### config.mk
export PLATFORM = sky130hd
export DESIGN_NAME = regfile_tagged
export DESIGN_NICKNAME = d
export VERILOG_FILES = /design/src/rtl/regfile_tagged.sv
export SDC_FILE = /design/constraint.sdc
export NUM_CORES = 2
export LEC_CHECK = 0
export BUFFER_PORTS_ARGS = -buffer_cell sky130_fd_sc_hd__buf_2
export CORE_AREA = 8 8 396 398
export DETAILED_ROUTE_END_ITERATION = 10
export DIE_AREA = 0 0 404 406
export HOLD_SLACK_MARGIN = 0.03
export PLACE_DENSITY = 0.61
export SLEW_MARGIN = 10
export SYNTH_ARGS = -nofsm -noshare
export SYNTH_HDL_FRONTEND = slang
export SYNTH_SLANG_ARGS = --single-unit
### constraint.sdc
create_clock -name clk -period 68.1 [get_ports clk]
set_input_delay 3.405 -clock clk [delete_from_list [all_inputs] [get_ports clk]]
set_output_delay 3.405 -clock clk [all_outputs]
set_load 0.02 [all_outputs]
### src/rtl/regfile_tagged.sv
// rtl/regfile_tagged.sv - Architectural register file with per-register rename status (busy + producer tag)
// Commit, rename and flush update state on the rising edge; read ports are combinational with commit bypass.
module regfile_tagged #(
    parameter  int XLEN  = 32,
    parameter  int NREG  = 32,
    parameter  int NRD   = 2,
    parameter  int TAG_W = 4,
    localparam int AW    = $clog2(NREG)
) (
    input  logic                 clk,
    input  logic                 rst,
    input  logic                 we,
    input  logic [AW-1:0]        waddr,
    input  logic [XLEN-1:0]      wdata,
    input  logic [TAG_W-1:0]     wtag,
    input  logic                 ren_en,
    input  logic [AW-1:0]        ren_addr,
    input  logic [TAG_W-1:0]     ren_tag,
    input  logic                 flush,
    input  logic [NRD-1:0]       re,
    input  logic [NRD*AW-1:0]    raddr,
    output logic [NRD*XLEN-1:0]  rdata,
    output logic [NRD-1:0]       rbusy,
    output logic [NRD*TAG_W-1:0] rtag,
    output logic [AW:0]          busy_cnt
);
    localparam int NSLOT = 1 << AW;

    // One bit per encodable address: set only for real, writable registers (excludes x0 and >= NREG).
    function automatic logic [NSLOT-1:0] live_mask();
        logic [NSLOT-1:0] m;
        for (int i = 0; i < NSLOT; i++) begin
            m[i] = (i != 0) && (i < NREG);
        end
        return m;
    endfunction
    localparam logic [NSLOT-1:0] LIVE = live_mask();

    logic [XLEN-1:0]  regs_q [NREG];
    logic [XLEN-1:0]  regs_d [NREG];
    logic [TAG_W-1:0] tag_q  [NREG];
    logic [TAG_W-1:0] tag_d  [NREG];
    logic [NREG-1:0]  busy_q;
    logic [NREG-1:0]  busy_d;
    logic [AW:0]      busy_cnt_q;
    logic [AW:0]      busy_cnt_d;
    logic             commit_ok;
    logic             rename_ok;

    assign commit_ok = we && LIVE[waddr];
    assign rename_ok = ren_en && LIVE[ren_addr] && !flush;

    // Rename is applied after commit so a same-cycle rename of the committing register keeps it busy.
    always_comb begin
        regs_d = regs_q;
        tag_d  = tag_q;
        busy_d = busy_q;
        if (commit_ok) begin
            regs_d[waddr] = wdata;
            if (busy_q[waddr] && (tag_q[waddr] == wtag)) begin
                busy_d[waddr] = 1'b0;
            end
        end
        if (rename_ok) begin
            busy_d[ren_addr] = 1'b1;
            tag_d[ren_addr]  = ren_tag;
        end
        if (flush) begin
            busy_d = '0;
        end
    end

    always_comb begin
        busy_cnt_d = '0;
        for (int i = 0; i < NREG; i++) begin
            busy_cnt_d = busy_cnt_d + (AW+1)'(busy_d[i]);
        end
    end

    always_ff @(posedge clk or posedge rst) begin
        if (rst) begin
            for (int i = 0; i < NREG; i++) begin
                regs_q[i] <= '0;
                tag_q[i]  <= '0;
            end
            busy_q     <= '0;
            busy_cnt_q <= '0;
        end else begin
            regs_q     <= regs_d;
            tag_q      <= tag_d;
            busy_q     <= busy_d;
            busy_cnt_q <= busy_cnt_d;
        end
    end

    assign busy_cnt = busy_cnt_q;

    for (genvar g = 0; g < NRD; g++) begin : g_rd
        logic [AW-1:0] ra;
        logic          hit;
        logic          bypass;

        assign ra     = raddr[g*AW +: AW];
        assign hit    = !rst && re[g] && LIVE[ra];
        assign bypass = we && (waddr == ra);

        // Bypass reports the post-commit busy state: a matching tag retires the producer this cycle.
        assign rdata[g*XLEN +: XLEN]  = !hit ? '0 : (bypass ? wdata : regs_q[ra]);
        assign rbusy[g]               = hit && busy_q[ra] && !(bypass && (tag_q[ra] == wtag));
        assign rtag[g*TAG_W +: TAG_W] = hit ? tag_q[ra] : '0;
    end

endmodule

==> After elaboration in Yosys (flattened, before gate mapping) <==
Memories as Yosys holds them, arrays and structs flattened.
Cells that the tools add are included.
{ "totals": {"mem_bits_rw": 0, "ff_bits": 1190, "wordCells": 194, "mem_count": 4, "romBits": 128, "latch_bits": 0} }
{ "memory_table": {"columns": ["name", "words", "word_bits", "rd", "rd_clocked_by_memory_dff", "write_ports", "line_no", "text"], "rows": [
  ["(name not given)", 32, 1, 1, 0, 0, "104", "assign hit = !rst && re[g] && LIVE[ra];"],
  ["(name not given)", 32, 1, 1, 0, 0, "104", null],
  ["(name not given)", 32, 1, 1, 0, 0, "51", "assign rename_ok = ren_en && LIVE[ren_addr] && !flush;"],
  ["(name not given)", 32, 1, 1, 0, 0, "50", "assign commit_ok = we && LIVE[waddr];"]
]} }
{ "op_classes": {"bitwise": 7, "n_mux": 45, "add_sub_neg": 31, "mul": 0, "div_mod_pow": 0, "shift": 0, "reduce_logical": 24, "order_cmp": 12, "eq_ne": 5} }
{ "op_table": {"columns": ["operator", "n"], "rows": [
  ["$bwmux W1024", 1],
  ["$mux W32", 13],
  ["$bmux W32 S5", 2],
  ["$demux W32 S5", 1],
  ["$add A6 B1 Y6", 26],
  ["$bwmux W128", 1],
  ["$bmux W4 S5", 3],
  ["$mux W4", 9],
  ["$and A32 B32 Y32", 1],
  ["$not A32 Y32", 1],
  ["$or A32 B32 Y32", 1],
  ["$ge A6 B6 Y1 const B", 4],
  ["$lt A5 B6 Y1 const B", 4],
  ["$not A5 Y6", 4],
  ["$demux W4 S5", 1],
  ["$logic_and A1 B1 Y1", 20],
  ["$bmux W1 S5", 3],
  ["$eq A4 B4 Y1", 3],
  ["$lt A6 B1 Y1 const B", 2],
  ["$demux W1 S5", 2],
  ["$eq A5 B5 Y1", 2],
  ["$ge A5 B1 Y1 const B", 2],
  ["$mux W1", 9],
  ["$add A5 B1 Y6", 1],
  ["5 further kinds", 8]
]} }

==> Depth between registers and ports, before layout <==
{ "depth": {"word_depth": 42, "depth_mapped": 28, "ltp_nobuf": 22} }

==> Worst setup path before layout <==
No wires, ideal clock.
{ "synth_path": {"kind": "in2out", "start": "in rst", "end": "out rbusy[1]", "t_required_ns": 64.695, "cell_stages": 3, "arrival_time_ns": 36.688, "setup_slack_ns": 28.007, "path_cell_list": "inv_1 nand3_1 a311oi_1"} }
{ "synth_via": {"elab_chain_len": 5} }
{ "synth_rtl": {"columns": ["item", "line_no", "text"], "rows": [
  ["start: declaration", "11", "input logic rst,"],
  ["$logic_not A1 Y1", "104", null],
  ["$logic_and A1 B1 Y1 (2 in series)", "104", null],
  ["$logic_and A1 B1 Y1 (2 in series)", "109", "assign rbusy[g] = hit && busy_q[ra] && !(bypass && (tag_q[ra] == wtag));"],
  ["end: declaration", "23", "output logic [NRD-1:0] rbusy,"]
]} }
Every way passes these cells.

==> Final worst setup path <==
{ "layout_path": {"start": "in raddr[5]", "end": "out rdata[46]"} }
{ "layout_via": {"elab_chain_len": 6, "elab_cells_between_ends": 11, "classes_between": "eq/ne: 1; mux: 6; bitwise: 1; reduce/logical: 2; memory: 1"} }
{ "layout_rtl": {"columns": ["item", "line_no", "text"], "rows": [
  ["start: declaration", "21", "input logic [NRD*AW-1:0] raddr,"],
  ["$not A5 Y6 (implied by the code)", "108", "assign rdata[g*XLEN +: XLEN] = !hit ? '0 : (bypass ? wdata : regs_q[ra]);"],
  ["$bmux W32 S5", "108", null],
  ["$mux W32 (implied by the code) (2 in series)", "108", null],
  ["$mux W32", "108", null],
  ["$mux W32 (*)", "108", null],
  ["end: declaration", "22", "output logic [NRD*XLEN-1:0] rdata,"]
]} }
Every way passes the cells marked *; elsewhere a longest branch is shown, timed or not. The select of a mux whose other input is x is not followed.

==> reports/results.txt <==
The run finished with clean final reports. The run gives 0.0160 ns as the setup skew after layout. The initial standard-cell utilization of the core is 0.446.

The floorplan step set the die height to 406 µm. The largest incremental delay on the critical path works out to 0.96 ns. Critical path startpoint category: a primary input. The count of nets after finishing was 5,450; the worst hold slack after final layout was 0.397 ns. In this run the deepest clock path goes through 3 buffers. Yosys mapped a number of flops with a built-in enable equal to 0.

Cell with the largest stage delay on the worst path: sky130_fd_sc_hd__buf_4. The floorplan has 143 rows. The number of endpoints with negative hold slack in the final report is 0. Using the TritonRoute via totals, the vias-per-cell ratio works out to 6.53. After synthesis the netlist holds a flip-flop and latch count of 1,190. Of all nets on the critical path, the largest fanout is 60. The mux share of post-synthesis cell area was 0.361.

For the worst-skew pair, the clock arrives at the later sink with an insertion delay of 0.78 ns. STA classifies the critical path endpoint as a primary output. The switching part of the total works out to 0.283. The synthesized area divided by synthesized cell count is 12.2 µm². The total routing usage reported by global routing was 0.279. 147 I/O pins were placed.

The worst hold path belongs to the class flip-flop to flip-flop. For this block, the routed nets add up to 231 mm of wire. The number of setup buffers added after CTS is 0. The tools report the clock root buffer master as sky130_fd_sc_hd__clkbuf_16. The die is 404 µm wide. The total core area is 0.151 mm², and the portion of synthesized cell area occupied by the leading cell type is 0.443. The number of nets handed over by synthesis was 5,616.

The data arrival time of the critical path was 8.49 ns; the post-synthesis share of cell area spent on xor and xnor gates was 0.00313. The final weighted congestion in routability-driven placement is 0.864. The share of the cycle needed by the critical path after routing is 0.175, and the clock-pin slew on the worst setup and hold paths is 0.06 ns.

The count of cell types in the netlist came out at 61. In this run the critical register-to-register path is launched from tag_q[102]. Based on the critical path, the design can be clocked at up to 84.1 MHz. The run gives 0.193 as the combinational fraction of design power. The share of flip-flops with an asynchronous set or reset after synthesis came out at 1.00. The run gives 0 as the total of warnings raised by yosys. The power density over cell area is 28.4 mW/mm², and the area fraction in compound gates after synthesis is 0.0558. Simple logic cell fraction of the synthesized area: 0.0893. The detailed router finished its first iteration with 5,627 violations. The number of global-route vias before repair was 49,600. The largest total area in the synthesized netlist belongs to sky130_fd_sc_hd__dfrtp_1.

Across the run, the number of max-cap violations was 0. After routing, the total negative slack on setup checks comes to 0 ns. Dominant cell type by count on the critical path: sky130_fd_sc_hd__buf_4.

The number of hold-repair buffers added at the cts stage is 0, and the number of setup violations in the final report is 0. By instance count, the leading cell after synthesis is sky130_fd_sc_hd__nand2_1. The cell internal power dissipation was 1510 µW; the maximum vdd ir drop was 0.0172 mV.

The relative slew slack was 0.208; the count of final max-slew check failures was 0. The run gives 0.443 as the post-synthesis sequential area ratio. The initial antenna violation count came out at 6. After legalization and detailed placement, the total HPWL measured 127 mm. Port buffer count: 146.

The data required time of the critical path is 64.69 ns, and the fraction of power consumed by the clock network is 0.365. The adder-cell share of the synthesized area came out at 0.00845. In this run, CTS created clock tree buffers numbering 136. The startpoint identified for the worst hold timing path is regs_q[1011]. The standby leakage power is 0.0334 µW. The cell count after synthesis came out at 5,518. Setup repair after global routing left no endpoint under its margin.

By area the synthesized netlist is led by sky130_fd_sc_hd__dfrtp_1, sky130_fd_sc_hd__mux4_2, sky130_fd_sc_hd__mux2_2. TritonCTS built the clock tree. Global routing finished with a remaining overflow of 0. The clock drives 1,190 sinks.

Entering global routing, the biggest net connects 197 pins. The mean routed wirelength per cell came out at 30.8 µm. Among all flip-flop cells after synthesis, the most frequent one is sky130_fd_sc_hd__dfrtp_1. By startpoint and endpoint, the worst setup path is classified as primary input to primary output. The first global-routing pass estimated 343 mm of wire. The area growth from synthesis to layout is 10.1%. The first TritonRoute pass finished after 7 iterations.

The largest family of logic cells by synthesized area is multiplexers. The count of nets left with antenna violations once routing finished came out at 0. At the pin with the least slew margin, the transition time is 1.19 ns. The share of post-route cells with drive strength above 1 came out at 0.335.

The post-CTS resize count came out at 0. For the setup slack of the worst register-to-register path, the log shows 60.72 ns. The logs give 0.0672 mm² for the mapped cell area and 0.164 mm² for the area of the die. Subtracting the final worst setup slack from the clock period gives 11.90 ns. Tracing the worst setup path back leads to its startpoint at raddr[5]. The final route contains 48,900 vias. Traced cell by cell, the critical path runs through buf_8, buf_4, buf_4, buf_4, mux2i_1, a221oi_1, nor2_1, o211ai_1, nand3_1, a21oi_1, buf_2. The run gives 596 µW as the net switching power. The deepest level of the CTS H-tree came out at 4. By count the netlist is led by sky130_fd_sc_hd__nand2_1, sky130_fd_sc_hd__dfrtp_1, sky130_fd_sc_hd__mux2_2, sky130_fd_sc_hd__mux4_2, sky130_fd_sc_hd__mux2i_1. The part of the total power dissipated in sequential elements is 0.442, and the number of DRC violations after detailed routing is 0.
cell type report:
type	instances	area (µm²)
multi-input combinational	3713	35100
timing repair buffer	252	1670
clock buffer	194	4000
tap	2030	2540
antenna	3	7.51
inverter	59	233
sequential	1190	29800
fill	13200	76700
clock inverter	49	658
cell families after synthesis:
group,after synthesis
multiplexers,1686
AND/OR/NAND/NOR,1503
flip-flops,1190
buffers and inverters,615
AO/OA/AOI/OAI,469
adder cells (fa/ha/maj),31
XOR/XNOR,24
layout by cell type (no fill, tap or decap), types with 17 or more instances in the layout:
master / synthesis / final
sky130_fd_sc_hd__a22oi_1: 71 / 71
sky130_fd_sc_hd__inv_1: 57 / 56
sky130_fd_sc_hd__mux2i_1: 411 / 411
sky130_fd_sc_hd__nor2_1: 169 / 145
sky130_fd_sc_hd__buf_4: 15 / 106
sky130_fd_sc_hd__nand3_1: 46 / 42
sky130_fd_sc_hd__a311o_1: 17 / 17
sky130_fd_sc_hd__fa_1: 24 / 24
sky130_fd_sc_hd__clkbuf_8: 0 / 25
sky130_fd_sc_hd__a221oi_1: 138 / 138
sky130_fd_sc_hd__nand2_1: 1200 / 1184
sky130_fd_sc_hd__a21oi_1: 64 / 64
sky130_fd_sc_hd__a222oi_1: 25 / 25
sky130_fd_sc_hd__buf_2: 133 / 135
sky130_fd_sc_hd__o211ai_1: 66 / 66
sky130_fd_sc_hd__clkbuf_1: 335 / 27
sky130_fd_sc_hd__mux2_2: 760 / 760
sky130_fd_sc_hd__dfrtp_1: 1190 / 1190
sky130_fd_sc_hd__clkbuf_16: 0 / 142
sky130_fd_sc_hd__clkinv_2: 0 / 22
sky130_fd_sc_hd__o22ai_1: 28 / 28
sky130_fd_sc_hd__nor2_4: 0 / 24
sky130_fd_sc_hd__mux4_2: 515 / 515
critical path, delay by kind of cell:
family,cells,cell delay [ns]
compound gates,3,1.01
mux,1,0.16
simple gates,2,0.24
buf+inv,5,3.49
power by group through the flow:
stage | clock network, µW | registers (µW) | logic (µW)
after floorplan | 0 | 906 | 321
after global placement | 0 | 933 | 395
after detailed placement | 0 | 937 | 404
after CTS | 780 | 926 | 406
after global routing | 808 | 945 | 438
final | 768 | 930 | 406
flip-flops by register name, summed over array words and instances (netlist names):
signal	flops
busy_q	32
tag_q	128
busy_cnt	6
regs_q	1024
final timing paths:
kind,to,cells after the start
min reg2reg,regs_q[1011],0
max reg2reg,busy_cnt[4],21
min in group asynchronous,regs_q[153],2
min,regs_q[1011],0
max,rdata[46],11
max in group asynchronous,regs_q[71],5
stage by stage:
step	instances	setup slack, ns	power [µW]	util	cell area [µm²]
floorplan	5518	28.01	1230	-	67200
global placement	7244	56.23	1330	0.460	69300
detailed placement	7244	56.18	1340	0.460	69300
CTS	7487	56.16	2110	0.491	74000
global route	7487	55.88	2190	0.491	74000
finish	7490	56.20	2100	0.491	74000
per-layer routing:
metal,global-route usage,vias to the layer above,wire length (µm)
li1,-,20000,-
met1,0.376,25600,93100
met2,0.431,2703,105000
met3,0.0627,689,20300
met4,0.131,12,12300
met5,0.00585,-,196
No activity file was read; power rests on OpenSTA's default activity.
